$ cat src/rtl/minibus_arbiter_pkg.sv
// Shared minibus types and constants.
//   arb_state_t        : arbiter FSM state
//   grant_t            : which master owns / last owned the bus
//   MINIBUS_WIDTH_WORD : m_width code for a 32-bit access
//   MINIBUS_TIMEOUT    : default no-ack timeout in BUSY cycles
package minibus_arbiter_pkg;

  typedef enum logic [1:0] {
    IDLE,
    BUSY_I,
    BUSY_D
  } arb_state_t;

  typedef enum logic {
    GRANT_I,
    GRANT_D
  } grant_t;

  localparam logic [2:0] MINIBUS_WIDTH_WORD = 3'b010;
  localparam int         MINIBUS_TIMEOUT    = 16;

endpackage

$ cat src/rtl/minibus_arbiter_if.sv
// Minibus link between the arbiter and the RAM slave.
//   master modport : arbiter side, drives sel/ren/wen/addr/wdata/width,
//                    receives ack/err/rdata
//   slave  modport : RAM side, the mirror image
interface minibus_arbiter_if #(
  parameter int ADDR_W = 32,
  parameter int DATA_W = 32
);
  logic              m_sel;
  logic              m_ren;
  logic              m_wen;
  logic [ADDR_W-1:0] m_addr;
  logic [DATA_W-1:0] m_wdata;
  logic [2:0]        m_width;
  logic              m_ack;
  logic              m_err;
  logic [DATA_W-1:0] m_rdata;

  modport master (
    output m_sel, m_ren, m_wen, m_addr, m_wdata, m_width,
    input  m_ack, m_err, m_rdata
  );

  modport slave (
    input  m_sel, m_ren, m_wen, m_addr, m_wdata, m_width,
    output m_ack, m_err, m_rdata
  );
endinterface

$ cat src/rtl/minibus_arbiter.sv
// Two-master (instr fetch, data) to one-slave minibus arbiter.
// Round-robin between simultaneous requesters, registered bus request,
// completion routed back to the owner, no-ack timeout turned into an error.
//   clk, rst          : clock, asynchronous active-high reset
//   i_ren/i_addr      : instr read request (held until i_ack/i_err)
//   i_ack/i_err/i_rdata : instr completion (1-cycle pulses, rdata valid on ack)
//   d_ren/d_wen/d_addr/d_wdata/d_width : data request (ren&wen means write)
//   d_ack/d_err/d_rdata : data completion
//   bus               : minibus master side
module minibus_arbiter
  import minibus_arbiter_pkg::*;
#(
  parameter int ADDR_W  = 32,
  parameter int DATA_W  = 32,
  parameter int TIMEOUT = MINIBUS_TIMEOUT,
  parameter int CNT_W   = $clog2(TIMEOUT + 1)
) (
  input  logic              clk,
  input  logic              rst,
  input  logic              i_ren,
  input  logic [ADDR_W-1:0] i_addr,
  output logic              i_ack,
  output logic              i_err,
  output logic [DATA_W-1:0] i_rdata,
  input  logic              d_ren,
  input  logic              d_wen,
  input  logic [ADDR_W-1:0] d_addr,
  input  logic [DATA_W-1:0] d_wdata,
  input  logic [2:0]        d_width,
  output logic              d_ack,
  output logic              d_err,
  output logic [DATA_W-1:0] d_rdata,
  minibus_arbiter_if.master bus
);

  arb_state_t        state;
  grant_t            last_grant;
  logic [CNT_W-1:0]  cnt;
  logic              sel_q;
  logic              ren_q;
  logic              wen_q;
  logic [ADDR_W-1:0] addr_q;
  logic [DATA_W-1:0] wdata_q;
  logic [2:0]        width_q;

  logic d_req;
  logic grant_i;
  logic grant_d;
  logic busy;
  logic timed_out;
  logic done_ack;
  logic done_err;

  assign d_req = d_ren | d_wen;

  // Data wins when it is alone, or when both request and instr went last.
  assign grant_d = d_req & (~i_ren | (last_grant == GRANT_I));
  assign grant_i = i_ren & ~grant_d;

  assign busy      = (state != IDLE);
  assign timed_out = (cnt == CNT_W'(TIMEOUT - 1));

  // Bus error outranks ack; timeout only fires when the slave stays silent.
  assign done_err = busy & (bus.m_err | (~bus.m_ack & timed_out));
  assign done_ack = busy & ~bus.m_err & bus.m_ack;

  assign i_ack   = (state == BUSY_I) & done_ack;
  assign i_err   = (state == BUSY_I) & done_err;
  assign d_ack   = (state == BUSY_D) & done_ack;
  assign d_err   = (state == BUSY_D) & done_err;
  assign i_rdata = i_ack ? bus.m_rdata : '0;
  assign d_rdata = d_ack ? bus.m_rdata : '0;

  assign bus.m_sel   = sel_q;
  assign bus.m_ren   = ren_q;
  assign bus.m_wen   = wen_q;
  assign bus.m_addr  = addr_q;
  assign bus.m_wdata = wdata_q;
  assign bus.m_width = width_q;

  // NOTE: state registers use non-blocking assignments so every flop samples
  // pre-edge values; blocking here would create order-dependent races.
  always_ff @(posedge clk or posedge rst) begin
    if (rst) begin
      state      <= IDLE;
      last_grant <= GRANT_I;
      cnt        <= '0;
      sel_q      <= 1'b0;
      ren_q      <= 1'b0;
      wen_q      <= 1'b0;
      addr_q     <= '0;
      wdata_q    <= '0;
      width_q    <= '0;
    end else begin
      case (state)
        IDLE: begin
          cnt <= '0;
          if (grant_i) begin
            state      <= BUSY_I;
            last_grant <= GRANT_I;
            sel_q      <= 1'b1;
            ren_q      <= 1'b1;
            wen_q      <= 1'b0;
            addr_q     <= i_addr;
            wdata_q    <= '0;
            width_q    <= MINIBUS_WIDTH_WORD;
          end else if (grant_d) begin
            state      <= BUSY_D;
            last_grant <= GRANT_D;
            sel_q      <= 1'b1;
            // A simultaneous read+write request is treated as a write.
            ren_q      <= d_ren & ~d_wen;
            wen_q      <= d_wen;
            addr_q     <= d_addr;
            wdata_q    <= d_wdata;
            width_q    <= d_width;
          end
        end
        BUSY_I, BUSY_D: begin
          if (done_ack | done_err) begin
            // Clearing here guarantees a full IDLE cycle with ren/wen low.
            state   <= IDLE;
            cnt     <= '0;
            sel_q   <= 1'b0;
            ren_q   <= 1'b0;
            wen_q   <= 1'b0;
            addr_q  <= '0;
            wdata_q <= '0;
            width_q <= '0;
          end else begin
            cnt <= cnt + CNT_W'(1);
          end
        end
        default: state <= IDLE;
      endcase
    end
  end

endmodule

$ cat src/flat_wrapper.sv
// flat-port wrapper written by rule: the top's interface ports become plain ports
module minibus_arbiter_flat import minibus_arbiter_pkg::*;
#(
  parameter int ADDR_W  = 32,
  parameter int DATA_W  = 32,
  parameter int TIMEOUT = MINIBUS_TIMEOUT,
  parameter int CNT_W   = $clog2(TIMEOUT + 1)
)
  (clk, rst, i_ren, i_addr, i_ack, i_err, i_rdata, d_ren, d_wen, d_addr, d_wdata, d_width, d_ack, d_err, d_rdata, bus_m_sel, bus_m_ren, bus_m_wen, bus_m_addr, bus_m_wdata, bus_m_width, bus_m_ack, bus_m_err, bus_m_rdata);
  minibus_arbiter_if #(.ADDR_W(ADDR_W), .DATA_W(DATA_W)) bus_i ();
  input  logic clk;
  input  logic rst;
  input  logic i_ren;
  input  logic [ADDR_W-1:0] i_addr;
  output logic i_ack;
  output logic i_err;
  output logic [DATA_W-1:0] i_rdata;
  input  logic d_ren;
  input  logic d_wen;
  input  logic [ADDR_W-1:0] d_addr;
  input  logic [DATA_W-1:0] d_wdata;
  input  logic [2:0] d_width;
  output logic d_ack;
  output logic d_err;
  output logic [DATA_W-1:0] d_rdata;
  output wire logic [$bits(bus_i.m_sel)-1:0] bus_m_sel;
  output wire logic [$bits(bus_i.m_ren)-1:0] bus_m_ren;
  output wire logic [$bits(bus_i.m_wen)-1:0] bus_m_wen;
  output wire logic [$bits(bus_i.m_addr)-1:0] bus_m_addr;
  output wire logic [$bits(bus_i.m_wdata)-1:0] bus_m_wdata;
  output wire logic [$bits(bus_i.m_width)-1:0] bus_m_width;
  input wire logic [$bits(bus_i.m_ack)-1:0] bus_m_ack;
  input wire logic [$bits(bus_i.m_err)-1:0] bus_m_err;
  input wire logic [$bits(bus_i.m_rdata)-1:0] bus_m_rdata;
  assign bus_m_sel = bus_i.m_sel;
  assign bus_m_ren = bus_i.m_ren;
  assign bus_m_wen = bus_i.m_wen;
  assign bus_m_addr = bus_i.m_addr;
  assign bus_m_wdata = bus_i.m_wdata;
  assign bus_m_width = bus_i.m_width;
  assign bus_i.m_ack = bus_m_ack;
  assign bus_i.m_err = bus_m_err;
  assign bus_i.m_rdata = bus_m_rdata;
  minibus_arbiter #(.ADDR_W(ADDR_W), .DATA_W(DATA_W), .TIMEOUT(TIMEOUT), .CNT_W(CNT_W)) u_core (.clk(clk), .rst(rst), .i_ren(i_ren), .i_addr(i_addr), .i_ack(i_ack), .i_err(i_err), .i_rdata(i_rdata), .d_ren(d_ren), .d_wen(d_wen), .d_addr(d_addr), .d_wdata(d_wdata), .d_width(d_width), .d_ack(d_ack), .d_err(d_err), .d_rdata(d_rdata), .bus(bus_i));
endmodule
$ cat config.mk
export PLATFORM = sky130hd
export DESIGN_NAME = minibus_arbiter_flat
export DESIGN_NICKNAME = d
export VERILOG_FILES = /design/src/rtl/minibus_arbiter_pkg.sv /design/src/rtl/minibus_arbiter_if.sv /design/src/rtl/minibus_arbiter.sv /design/src/flat_wrapper.sv
export SDC_FILE = /design/constraint.sdc
export NUM_CORES = 1
export LEC_CHECK = 0
export ABC_AREA = 1
export BUFFER_PORTS_ARGS = -buffer_cell sky130_fd_sc_hd__buf_2
export CORE_AREA = 2 2 108 110
export DETAILED_ROUTE_END_ITERATION = 12
export DIE_AREA = 0 0 110 112
export PLACE_DENSITY = 0.76
export SYNTH_ARGS = -nofsm -noshare
export SYNTH_HDL_FRONTEND = slang
export SYNTH_SLANG_ARGS = --single-unit
$ cat constraint.sdc
create_clock -name clk -period 5.6 [get_ports clk]
set_input_delay 1.68 -clock clk [delete_from_list [all_inputs] [get_ports clk]]
set_output_delay 1.68 -clock clk [all_outputs]
set_load 0.1 [all_outputs]
After elaboration in Yosys (flattened, before gate mapping)
Cells that the tools add are included.
{ "totals": {"reg_bits": 78, "word_cells": 74} }
{ "classes": {"n_addsub": 1, "eq_ne": 5, "n_mux": 30, "n_bitwise": 21, "n_reduce_logical": 8} }
{ "ops": {"columns": ["operator", "n"], "rows": [
  ["two-way mux 32 bit", 7],
  ["one-hot mux 32 bit (2 select lines)", 2],
  ["bitwise AND 1 bit", 11],
  ["one-hot mux 5 bit (2 select lines)", 1],
  ["two-way mux 3 bit", 3],
  ["two-way mux 1 bit", 8],
  ["two-way mux 2 bit", 3],
  ["NOT 1 bit", 6],
  ["one-hot mux 1 bit (2 select lines)", 3],
  ["one-hot mux 3 bit (2 select lines)", 1],
  ["nonzero test 2 bit", 3],
  ["adder 5 x 1 -> 5 bit, second input constant", 1],
  ["equality test 5 x 4 -> 1 bit, second input constant", 1],
  ["two-way mux 5 bit", 1],
  ["OR 1 bit", 4],
  ["one-hot mux 2 bit (2 select lines)", 1],
  ["AND reduction 2 bit", 2],
  ["!= test 3 x 1 -> 1 bit, second input constant", 1],
  ["AND reduction 3 bit", 1],
  ["equality test 2 x 1 -> 1 bit, second input constant", 1],
  ["equality test 2 bit, second input constant", 1],
  ["zero test 2 bit", 1],
  ["!= test 2 x 1 -> 1 bit, second input constant", 1],
  ["OR reduction 2 bit", 1]
]} }

Logic depth before layout (Yosys ltp)
Gate-level depths: netlist of the first run.
{ "logic_depth": {"depth_word": 7, "depth_mapped": 10} }

Worst setup path after synthesis of the first run
Ideal clock, no wire load.
{ "synth_timing": {"kind": "input to output", "start": "input bus_m_err", "end": "output d_rdata[10]", "arrival_ps": 4944, "required_ps": 3920, "setup_slack_ps": -1024, "cell_stages": 6, "path_buffers": 1, "cell_sequence": "nor2_1 nand2_1 nor2_1 inv_1 clkbuf_1 nor2_1"} }
{ "synth_via": {"elab_chain_len": 5} }
{ "synth_rtl": {"columns": ["item", "line", "source"], "rows": [
  ["start, declared", "flat_wrapper.sv:33", "input wire logic [$bits(bus_i.m_err)-1:0] bus_m_err;"],
  ["NOT 1 bit", "minibus_arbiter.sv:65", "assign done_ack = busy & ~bus.m_err & bus.m_ack;"],
  ["bitwise AND 1 bit (2 in series)", "minibus_arbiter.sv:65", null],
  ["bitwise AND 1 bit", "minibus_arbiter.sv:69", "assign d_ack = (state == BUSY_D) & done_ack;"],
  ["net d_ack", "flat_wrapper.sv:23", "output logic d_ack;"],
  ["two-way mux 32 bit", "minibus_arbiter.sv:72", "assign d_rdata = d_ack ? bus.m_rdata : '0;"],
  ["end, declared", "flat_wrapper.sv:25", "output logic [DATA_W-1:0] d_rdata;"]
]} }
The timed path passes the listed nets, and every way through them passes these cells.

Worst setup path after layout of the first run
{ "layout_timing": {"start": "input bus_m_err", "end": "output d_rdata[31]"} }
{ "layout_via": {"elab_chain_len": 5} }
{ "layout_rtl": {"columns": ["item", "line"], "rows": [
  ["NOT 1 bit", "minibus_arbiter.sv:65"],
  ["bitwise AND 1 bit (2 in series)", "minibus_arbiter.sv:65"],
  ["bitwise AND 1 bit", "minibus_arbiter.sv:69"],
  ["two-way mux 32 bit", "minibus_arbiter.sv:72"]
]} }
No other way between the ends.

==> metrics.md, run 1 <==
| Metric | Value |
|---|---|
| Outcome | complete, no violations |
| Die ar. | 12300 um2 |
| Number of global-route vias before repair | 4205 |
| Syn_nets | 763 |
| Hold_sp | u_core.bus.m_wdata[0] |
| Min-delay worst type | reg2reg |
| Tightest Pin Transition | 1.12 ns |
| Post-synth EDFFs | 0 |
| Register bit total from synthesis | 78 |
| Sw frac | 0.641 |
| Syn-to-layout area delta | 42.0% |
| Multi-input gate area | 2210 um2 |
| GRT Residual Overflow | 0 |
| CP Max Fanout | 32 |
| Reg-to-reg startpoint | u_core.cnt[0] |
| Filler instances | 1091 |
| Worst Slack Setup Final | 0.678 ns |
| Crit path from | bus_m_err |
| WP data required | 3.92 ns |
| CTS tree | built |
| Inserted Diodes | 0 |
| CP Capture Type | output port |
| Initial Util | 0.407 |
| Total clock sinks | 78 |
| Fin crit share | 0.879 |
| Sequential fraction of design power | 0.201 |
| Antenna viol nets, final | 0 |
| RR Endpoint | u_core.bus.m_addr[28] |
| Fmax | 0.203 GHz |
| Hold Path Sink | u_core.bus.m_wdata[0] |
| IO buf count | 275 |
| Largest net degree at the start of global routing | 72 |
| Clock transition at path regs | 0.06 ns |
| CTS max path bufs | 2 |
| Mapped Cells | 619 |
| Routability Congestion | 0.772 |
| Setup slack after placement | 0.677 ns |
| RSZ-0062 raised after global routing | no |
| Antenna violations before repair | 0 |
| Most frequent cell after synthesis | nand2_1 |
| Cell Area, Synth | 4550 um2 |
| Setup slack, reg-to-reg | 3.00 ns |
| Max-slew headroom at the worst pin | 0.253 |
| Post-Route WL | 13.4 mm |
| Largest area contributor in the netlist | dfrtp_1 |
| WHS Path Cells | 2 |
| Die Wd | 110 um |
| Nets@finish | 1012 |
| Mapped Avg Cell Area | 7.36 um2 |
| FF+latch area | 1950 um2 |
| Rows | 39 |
| Critical path class | in2out |
| H-tree Lvls | 3 |
| Leak | 3.80 nW |
| R2r worst-path depth | 9 |
| Clock power frac | 0.120 |
| Share of layout cells above drive strength 1 | 0.458 |
| DRC | 0 |
| Largest cells by area after synthesis | dfrtp_1 (43%), nand3_1 (11%), nand2_1 (9.8%) |
| Max-cap violations | 0 |
| Critical Path AT | 3.24 ns |
| Number of I/O pins | 276 |
| Post-CTS Setup Bufs | 0 |
| Peak supply drop | 0.461 mV |
| First-pass GRT wire length | 20.8 mm |
| Register area share after synthesis | 0.429 |
| Synth top area share | 0.429 |
| Yosys Warn Count | 0 |
| Async SR Flop Fraction | 1.00 |
| Startpoint Class | input port |
| Pwr/cell area | 716 nW/um2 |
| Final min period | 4.92 ns |
| First drt pass iteration count | 4 |
| Placeable Area | 11200 um2 |
| Total number of vias | 4708 |
| Placed cell area | 6180 um2 |
| Fin. max-slew vios | 0 |
| Sw power | 0.00297 W |
| Die Y | 112 um |
| Iteration-0 DRC Markers | 359 |
| Post-DP HPWL | 9.88 mm |
| CTS Buf Count | 9 |
| Final Setup Violations | 0 |
| Final hold viol count | 0 |
| Drt via density | 4.63 |
| Drt wl/cell | 13.2 um |
| P_int | 0.00166 W |
| Clock root buffer master | clkbuf_16 |
| Total Routing Usage GR | 0.215 |
| Main synth FF type | dfrtp_1 |
| Comb pwr share | 0.679 |
| Synth cell types | 26 |
| Finished Cell Area | 6470 um2 |
| Skew-Pair Late Insertion Delay | 0.33 ns |
| PostCTS Resize Cnt | 0 |
| Layout Utilization | 0.579 |
| CTS Hold Buffers Added | 0 |
| Clock Skew | 0.00698 ns |
| Top post-synthesis cells by count | nand2_1 (119), inv_1 (111), nand3_1 (99) |
cells in the final DEF (no fill, tap or decap), drive strengths merged:
cell,count
buf,280
nand2,121
inv,114
nand3,101
dfrtp,78
nor2,76
o21ai,75
clkbuf,9
ha,6
clkinv,4
xor2,2
clkinvlp,2
o21a,1
and3,1
o21bai,1
nand4,1
o22a,1
metrics by stage:
| step | hold slack (ns) | TNS (ns) | total power (W) | instances |
|---|---|---|---|---|
| 4_1_cts | 0.478 | 0 | 0.00467 | 1016 |
| 2_1_floorplan | 0.475 | -9.38 | 0.00371 | 619 |
| 3_3_place_gp | 0.460 | 0 | 0.00407 | 1000 |
| 6_report | 0.474 | 0 | 0.00463 | 1016 |
| 3_5_place_dp | 0.463 | 0 | 0.00410 | 1000 |
| 5_1_grt | 0.502 | 0 | 0.00489 | 1016 |
state kept, by name, summed over array words and instances, names as in the netlist, 2 cells and up:
name                cells
u_core.bus.m_width      3
u_core.bus.m_wdata     32
u_core.state            2
u_core.cnt              5
u_core.bus.m_addr      32
worst max-delay path, cell delays in order:
cell     delay, ns
buf_2         0.10
nor2_1        0.04
nand2_1       0.14
nor2_2        0.07
inv_2         0.80
nor2_1        0.07
buf_2         0.33
per-layer routing:
metal / vias to the layer above / global-route usage / share of wire
li1: 2414 / - / -
met1: 2063 / 0.262 / 0.41
met2: 211 / 0.367 / 0.49
met3: 20 / 0.0562 / 0.079
met4: 0 / 0.0700 / 0.023
met5: - / 0 / 0
power by group through the flow:
stage / logic, W / registers (W) / clock network [W]
floorplan: 0.00127 / 0.00244 / 0
global placement: 0.00314 / 0.000929 / 0
detailed placement: 0.00317 / 0.000931 / 0
CTS: 0.00317 / 0.000929 / 0.000571
global route: 0.00334 / 0.000956 / 0.000597
finish: 0.00314 / 0.000930 / 0.000556
final cells by class:
type                       count  area share
multi-input combinational    386       0.342
timing repair buffer         280       0.219
clock inverter                 7     0.00890
tap                          143      0.0277
sequential                    78       0.302
inverter                     113      0.0658
clock buffer                   9      0.0348
cell families after synthesis:
group	after synthesis	share of synthesized area
fa+ha+maj	6	0.0165
compound gates	78	0.117
flops	78	0.429
xor+xnor	2	0.00385
buf+inv	155	0.152
simple gates	300	0.282
how the worst max path moves through the flow:
stage,depth (start not counted),to,slack (ns)
2_1_floorplan,5,d_rdata[0],-0.30
3_3_place_gp,7,i_rdata[0],0.70
3_5_place_dp,7,i_rdata[31],0.68
4_1_cts,7,i_rdata[31],0.67
5_1_grt,7,d_rdata[31],0.54
6_report,7,d_rdata[31],0.68
No activity file was read; power rests on OpenSTA's default activity.
==> run 2: changes to the inputs <==
==> constraint.sdc (replaced) <==
create_clock -name clk -period 4.9 [get_ports clk]
set_input_delay 1.47 -clock clk [delete_from_list [all_inputs] [get_ports clk]]
set_output_delay 1.47 -clock clk [all_outputs]
set_load 0.1 [all_outputs]
==> run 2 against run 1 <==
Against the previous run: cell area about the same; die area unchanged; register-to-register slack got worse by 0.62 ns; first-iteration DRC count decreased by 30%; worst setup slack got worse by 0.18 ns; highest routed layer unchanged.
==> metrics.md, run 2 (synthesis gave the netlist of run 1 again) <==
| Metric | Value |
|---|---|
| Post-route insts no fill | 1017 |
| GRT Residual Overflow | 0 |
| Number of I/O pins | 276 |
| CTS Buf Count | 9 |
| Number of global-route vias before repair | 4299 |
| Antenna viol nets, final | 0 |
| Setup slack, reg-to-reg | 2.38 ns |
| Max-slew headroom at the worst pin | 0.414 |
| Pwr/cell area | 820 nW/um2 |
| Initial Util | 0.407 |
| RR Endpoint | u_core.bus.m_wdata[13] |
| Final hold viol count | 0 |
| Startpoint Class | input port |
| Syn-to-layout area delta | 42.1% |
| Drt wl/cell | 13.2 um |
| First drt pass iteration count | 4 |
| Post-DP HPWL | 9.86 mm |
| First-pass GRT wire length | 20.9 mm |
| Inst Count DP | 1001 |
| Fin. max-slew vios | 0 |
| Die Wd | 110 um |
| Max-cap violations | 0 |
| Fmax | 0.227 GHz |
| Routability Congestion | 0.778 |
| Share of layout cells above drive strength 1 | 0.461 |
| Skew-Pair Late Insertion Delay | 0.33 ns |
| RSZ-0062 raised after global routing | no |
| CTS tree | built |
| Critical Path AT | 2.93 ns |
| Rows | 39 |
| R2r worst-path depth | 9 |
| Drt via density | 4.59 |
| Finished Cell Area | 6470 um2 |
| Final min period | 4.40 ns |
| Die ar. | 12300 um2 |
| DRC | 0 |
| WP data required | 3.43 ns |
| Setup slack after placement | 0.521 ns |
| Clock transition at path regs | 0.07 ns |
| Total number of vias | 4664 |
| Placed cell area | 6180 um2 |
| Critical path class | in2out |
| Total Routing Usage GR | 0.216 |
| Worst hold slack | 0.476 ns |
| Die Y | 112 um |
| Commonest non-fill, non-tap cell in the layout | buf_2 |
| Tightest Pin Transition | 0.876 ns |
| H-tree Lvls | 3 |
| Antenna violations before repair | 0 |
| Nets@finish | 1013 |
| Largest net degree at the start of global routing | 107 |
| CTS Hold Buffers Added | 0 |
| Iteration-0 DRC Markers | 251 |
| CTS max path bufs | 2 |
| Post-CTS Setup Bufs | 0 |
| IO buf count | 275 |
| Reg-to-reg startpoint | u_core.cnt[0] |
| Worst Slack Setup Final | 0.500 ns |
| Clock Skew | 0.00540 ns |
| WHS Path Cells | 2 |
| CP Max Fanout | 22 |
| Min-delay worst type | reg2reg |
| CP Capture Type | output port |
| PostCTS Resize Cnt | 0 |
| Final Setup Violations | 0 |
| Placeable Area | 11200 um2 |
| Inserted Diodes | 0 |
| Hold_sp | u_core.bus.m_wdata[15] |
| Hold Path Sink | u_core.bus.m_wdata[15] |
| Fin crit share | 0.898 |
| Post-Route WL | 13.4 mm |
| Most frequent cells in the layout | buf_2 (268), nand2_1 (119), inv_1 (110) |
| Peak supply drop | 0.601 mV |
| Leak | 3.82 nW |
| Clock root buffer master | clkbuf_16 |
| Outcome | complete, no violations |
| Total clock sinks | 78 |
-- run 2: cell count changes in the layout (fill, tap and decap cells not counted), sizes merged --
cell	change
clkinv	-3
inv	+2
buf	+1
clkinvlp	+1
-- run 2: how the worst max path moves through the flow --
stage              start     endpoint  slack, ns  cells past startpoint
2_1_floorplan  bus_m_err  d_rdata[10]      -0.47                      6
3_3_place_gp   bus_m_err  d_rdata[25]       0.56                      8
3_5_place_dp   bus_m_err  d_rdata[22]       0.52                      8
4_1_cts        bus_m_err  d_rdata[22]       0.52                      8
5_1_grt        bus_m_err  d_rdata[27]       0.34                      8
6_report       bus_m_err  d_rdata[22]       0.50                      8
-- run 2: per-stage QoR --
stage / util / setup TNS, ns / power (W)
after floorplan: - / -28.92 / 0.00423
after global placement: 0.553 / 0 / 0.00465
after detailed placement: 0.553 / 0 / 0.00469
after CTS: 0.579 / 0 / 0.00535
after global routing: 0.579 / 0 / 0.00560
final: 0.579 / 0 / 0.00531
-- run 2: critical path, cell delays in order --
cell     delay (ns)
buf_2          0.11
nor2_1         0.09
nand2_1        0.12
nor2_2         0.11
inv_1          0.24
buf_12         0.26
nor2_2         0.08
buf_2          0.42
-- run 2: power breakdown --
group | switching, W | internal [W] | total [W]
registers | 0.000139 | 0.000924 | 0.00106
logic | 0.00296 | 0.000631 | 0.00359
clock network | 0.000295 | 0.000354 | 0.000649
total | 0.00340 | 0.00191 | 0.00531
-- run 2: per-layer routing --
metal	vias to the layer above	track usage	share of wire
met1	2044	0.250	0.41
met4	0	0.0751	0.019
met2	192	0.372	0.49
li1	2407	-	-
met3	21	0.0656	0.086
met5	-	0	0
-- run 2: cell type report --
class                   instances  area (um2)
clock inverters                 7        62.6
clock buffers                   9         225
fillers                      1057        4710
multi-input cells             386        2070
well taps                     143         179
inverters                     113         425
repair buffers                281        1550
flip-flops and latches         78        1950
==> run 3: changes to the inputs <==
==> constraint.sdc (replaced) <==
create_clock -name clk -period 4.9 [get_ports clk]
set_input_delay 0.98 -clock clk [delete_from_list [all_inputs] [get_ports clk]]
set_output_delay 0.98 -clock clk [all_outputs]
set_load 0.1 [all_outputs]
==> run 3 against run 2 <==
Against the previous run: global-route usage down 0.54 points; die area is the same; clock skew up 0.0027 ns; via count down 0.62%; routed wire length shrank 2.1%; sequential share of layout area rose by 1.4 points; non-clock buffer count fell by 1; register-to-register slack lost 0.35 ns; critical path depth fell by 1; worst setup slack improved by 0.88 ns; core utilization decreased by 2.6 points; first-iteration DRC count rose by 12%; highest routed layer unchanged.
==> metrics.md, run 3 (synthesis gave the netlist of run 1 again) <==
| Metric | Value |
|---|---|
| Outcome | complete, no violations |
| First drt pass iteration count | 4 |
| Post-DP HPWL | 9.74 mm |
| H-tree Lvls | 3 |
| Placeable Area | 11200 um2 |
| CP peak stage delay | 0.46 ns |
| Layout Utilization | 0.553 |
| Commonest non-fill, non-tap cell in the layout | buf_2 |
| Final Setup Violations | 0 |
| Drt wl/cell | 12.9 um |
| CP Capture Type | output port |
| Number of I/O pins | 276 |
| Antenna violations before repair | 0 |
| Die ar. | 12300 um2 |
| Buf/Inv on CP | 3 |
| Fin crit share | 0.718 |
| DRC | 0 |
| WHS Path Cells | 2 |
| Share of layout cells above drive strength 1 | 0.385 |
| Multi-input gate area | 1910 um2 |
| R2r worst-path depth | 8 |
| Number of global-route vias before repair | 4204 |
| Critical Path AT | 2.54 ns |
| Clock transition at path regs | 0.06 ns |
| CTS tree | built |
| Max-cap violations | 0 |
| Iteration-0 DRC Markers | 281 |
| CTS Buf Count | 9 |
| Most frequent cells in the layout | buf_2 (275), nand2_1 (119), inv_1 (110) |
| Post-Route WL | 13.1 mm |
| Setup slack, reg-to-reg | 2.03 ns |
| First-pass GRT wire length | 20.4 mm |
| CP dominant cell by count | nor2_1 |
| Clock Skew | 0.00814 ns |
| Startpoint Class | input port |
| Critical path class | in2out |
| Largest net degree at the start of global routing | 79 |
| CP cell instances | buf_2 > nor2_1 > nand2_1 > nor2_1 > inv_1 > nor2_1 > buf_2 |
| Routability Congestion | 0.784 |
| Inst Count DP | 1000 |
| Final hold viol count | 0 |
| Tightest Pin Transition | 0.929 ns |
| Fin. max-slew vios | 0 |
| Initial Util | 0.407 |
| Fmax | 0.284 GHz |
| CTS Hold Buffers Added | 0 |
| Reg-to-reg startpoint | u_core.cnt[0] |
| Drt via density | 4.56 |
| Post-CTS Setup Bufs | 0 |
| Die Wd | 110 um |
| IO buf count | 275 |
| GRT Residual Overflow | 0 |
| CP Max Fanout | 32 |
| Syn-to-layout area delta | 35.8% |
| Post-route insts no fill | 1016 |
| Max-slew headroom at the worst pin | 0.380 |
| Nets@finish | 1012 |
| Top delay family on crit path | buffers and inverters |
| Skew-Pair Late Insertion Delay | 0.33 ns |
| Inserted Diodes | 0 |
| Total number of vias | 4635 |
| Rows | 39 |
| Min-delay worst type | reg2reg |
| DR top layer | met4 |
| Total clock sinks | 78 |
| WP data required | 3.92 ns |
| Filler instances | 1158 |
| RSZ-0062 raised after global routing | no |
| Met2 wire len | 6.47 mm |
| Hold Path Sink | u_core.bus.m_wdata[27] |
| M1 WL | 5.41 mm |
| CTS max path bufs | 2 |
| Die Y | 112 um |
| Hold_sp | u_core.bus.m_wdata[27] |
| Final min period | 3.52 ns |
| FF+latch area | 1950 um2 |
| Clock root buffer master | clkbuf_16 |
| Met3 routed WL | 1.12 mm |
| RR Endpoint | u_core.bus.m_addr[0] |
| PostCTS Resize Cnt | 0 |
| Total Routing Usage GR | 0.210 |
| Slowest stage cell on the critical path | buf_2 |
| Antenna viol nets, final | 0 |
-- run 3: through the flow --
stage                     cell area (um2)  TNS (ns)  hold WS, ns  setup WS (ns)
final                                6180         0        0.478           1.38
after global routing                 6180         0        0.504           1.17
after CTS                            6180         0        0.480           1.36
after global placement               5880         0        0.460           1.39
after detailed placement             5880         0        0.464           1.36
after floorplan                      4550    -19.95        0.475         -0.324
-- run 3: per-layer routing --
metal / track usage / up-vias
met3: 0.0597 / 8
li1: - / 2407
met5: 0 / -
met2: 0.369 / 190
met4: 0.0473 / 0
met1: 0.253 / 2030
-- run 3: tightest hold or removal path, delay by kind of cell (launching register included) --
family           cells  cell delay [ns]
flip-flops           1             0.34
AO/OA/AOI/OAI        1             0.05
AND/OR/NAND/NOR      1             0.06
-- run 3: worst max path at each step --
stage / slack [ns] / depth (start not counted) / to / from
finish: 1.38 / 7 / d_rdata[27] / bus_m_err
global route: 1.17 / 8 / d_rdata[24] / u_core.state[0]
CTS: 1.36 / 7 / d_rdata[27] / bus_m_err
floorplan: -0.32 / 6 / d_rdata[10] / bus_m_err
global placement: 1.39 / 7 / i_rdata[25] / bus_m_err
detailed placement: 1.36 / 7 / d_rdata[27] / bus_m_err
-- run 3: final cells by class --
class,instances,share of cell area
multi-input combinational,386,0.309
sequential,78,0.316
inverter,113,0.0688
timing repair buffer,280,0.229
clock inverter,7,0.0130
clock buffer,9,0.0364
tap,143,0.0289
Power of run 3 is not shown: default switching activity piles up to over one toggle a cycle in this logic, so the estimate is an artifact.
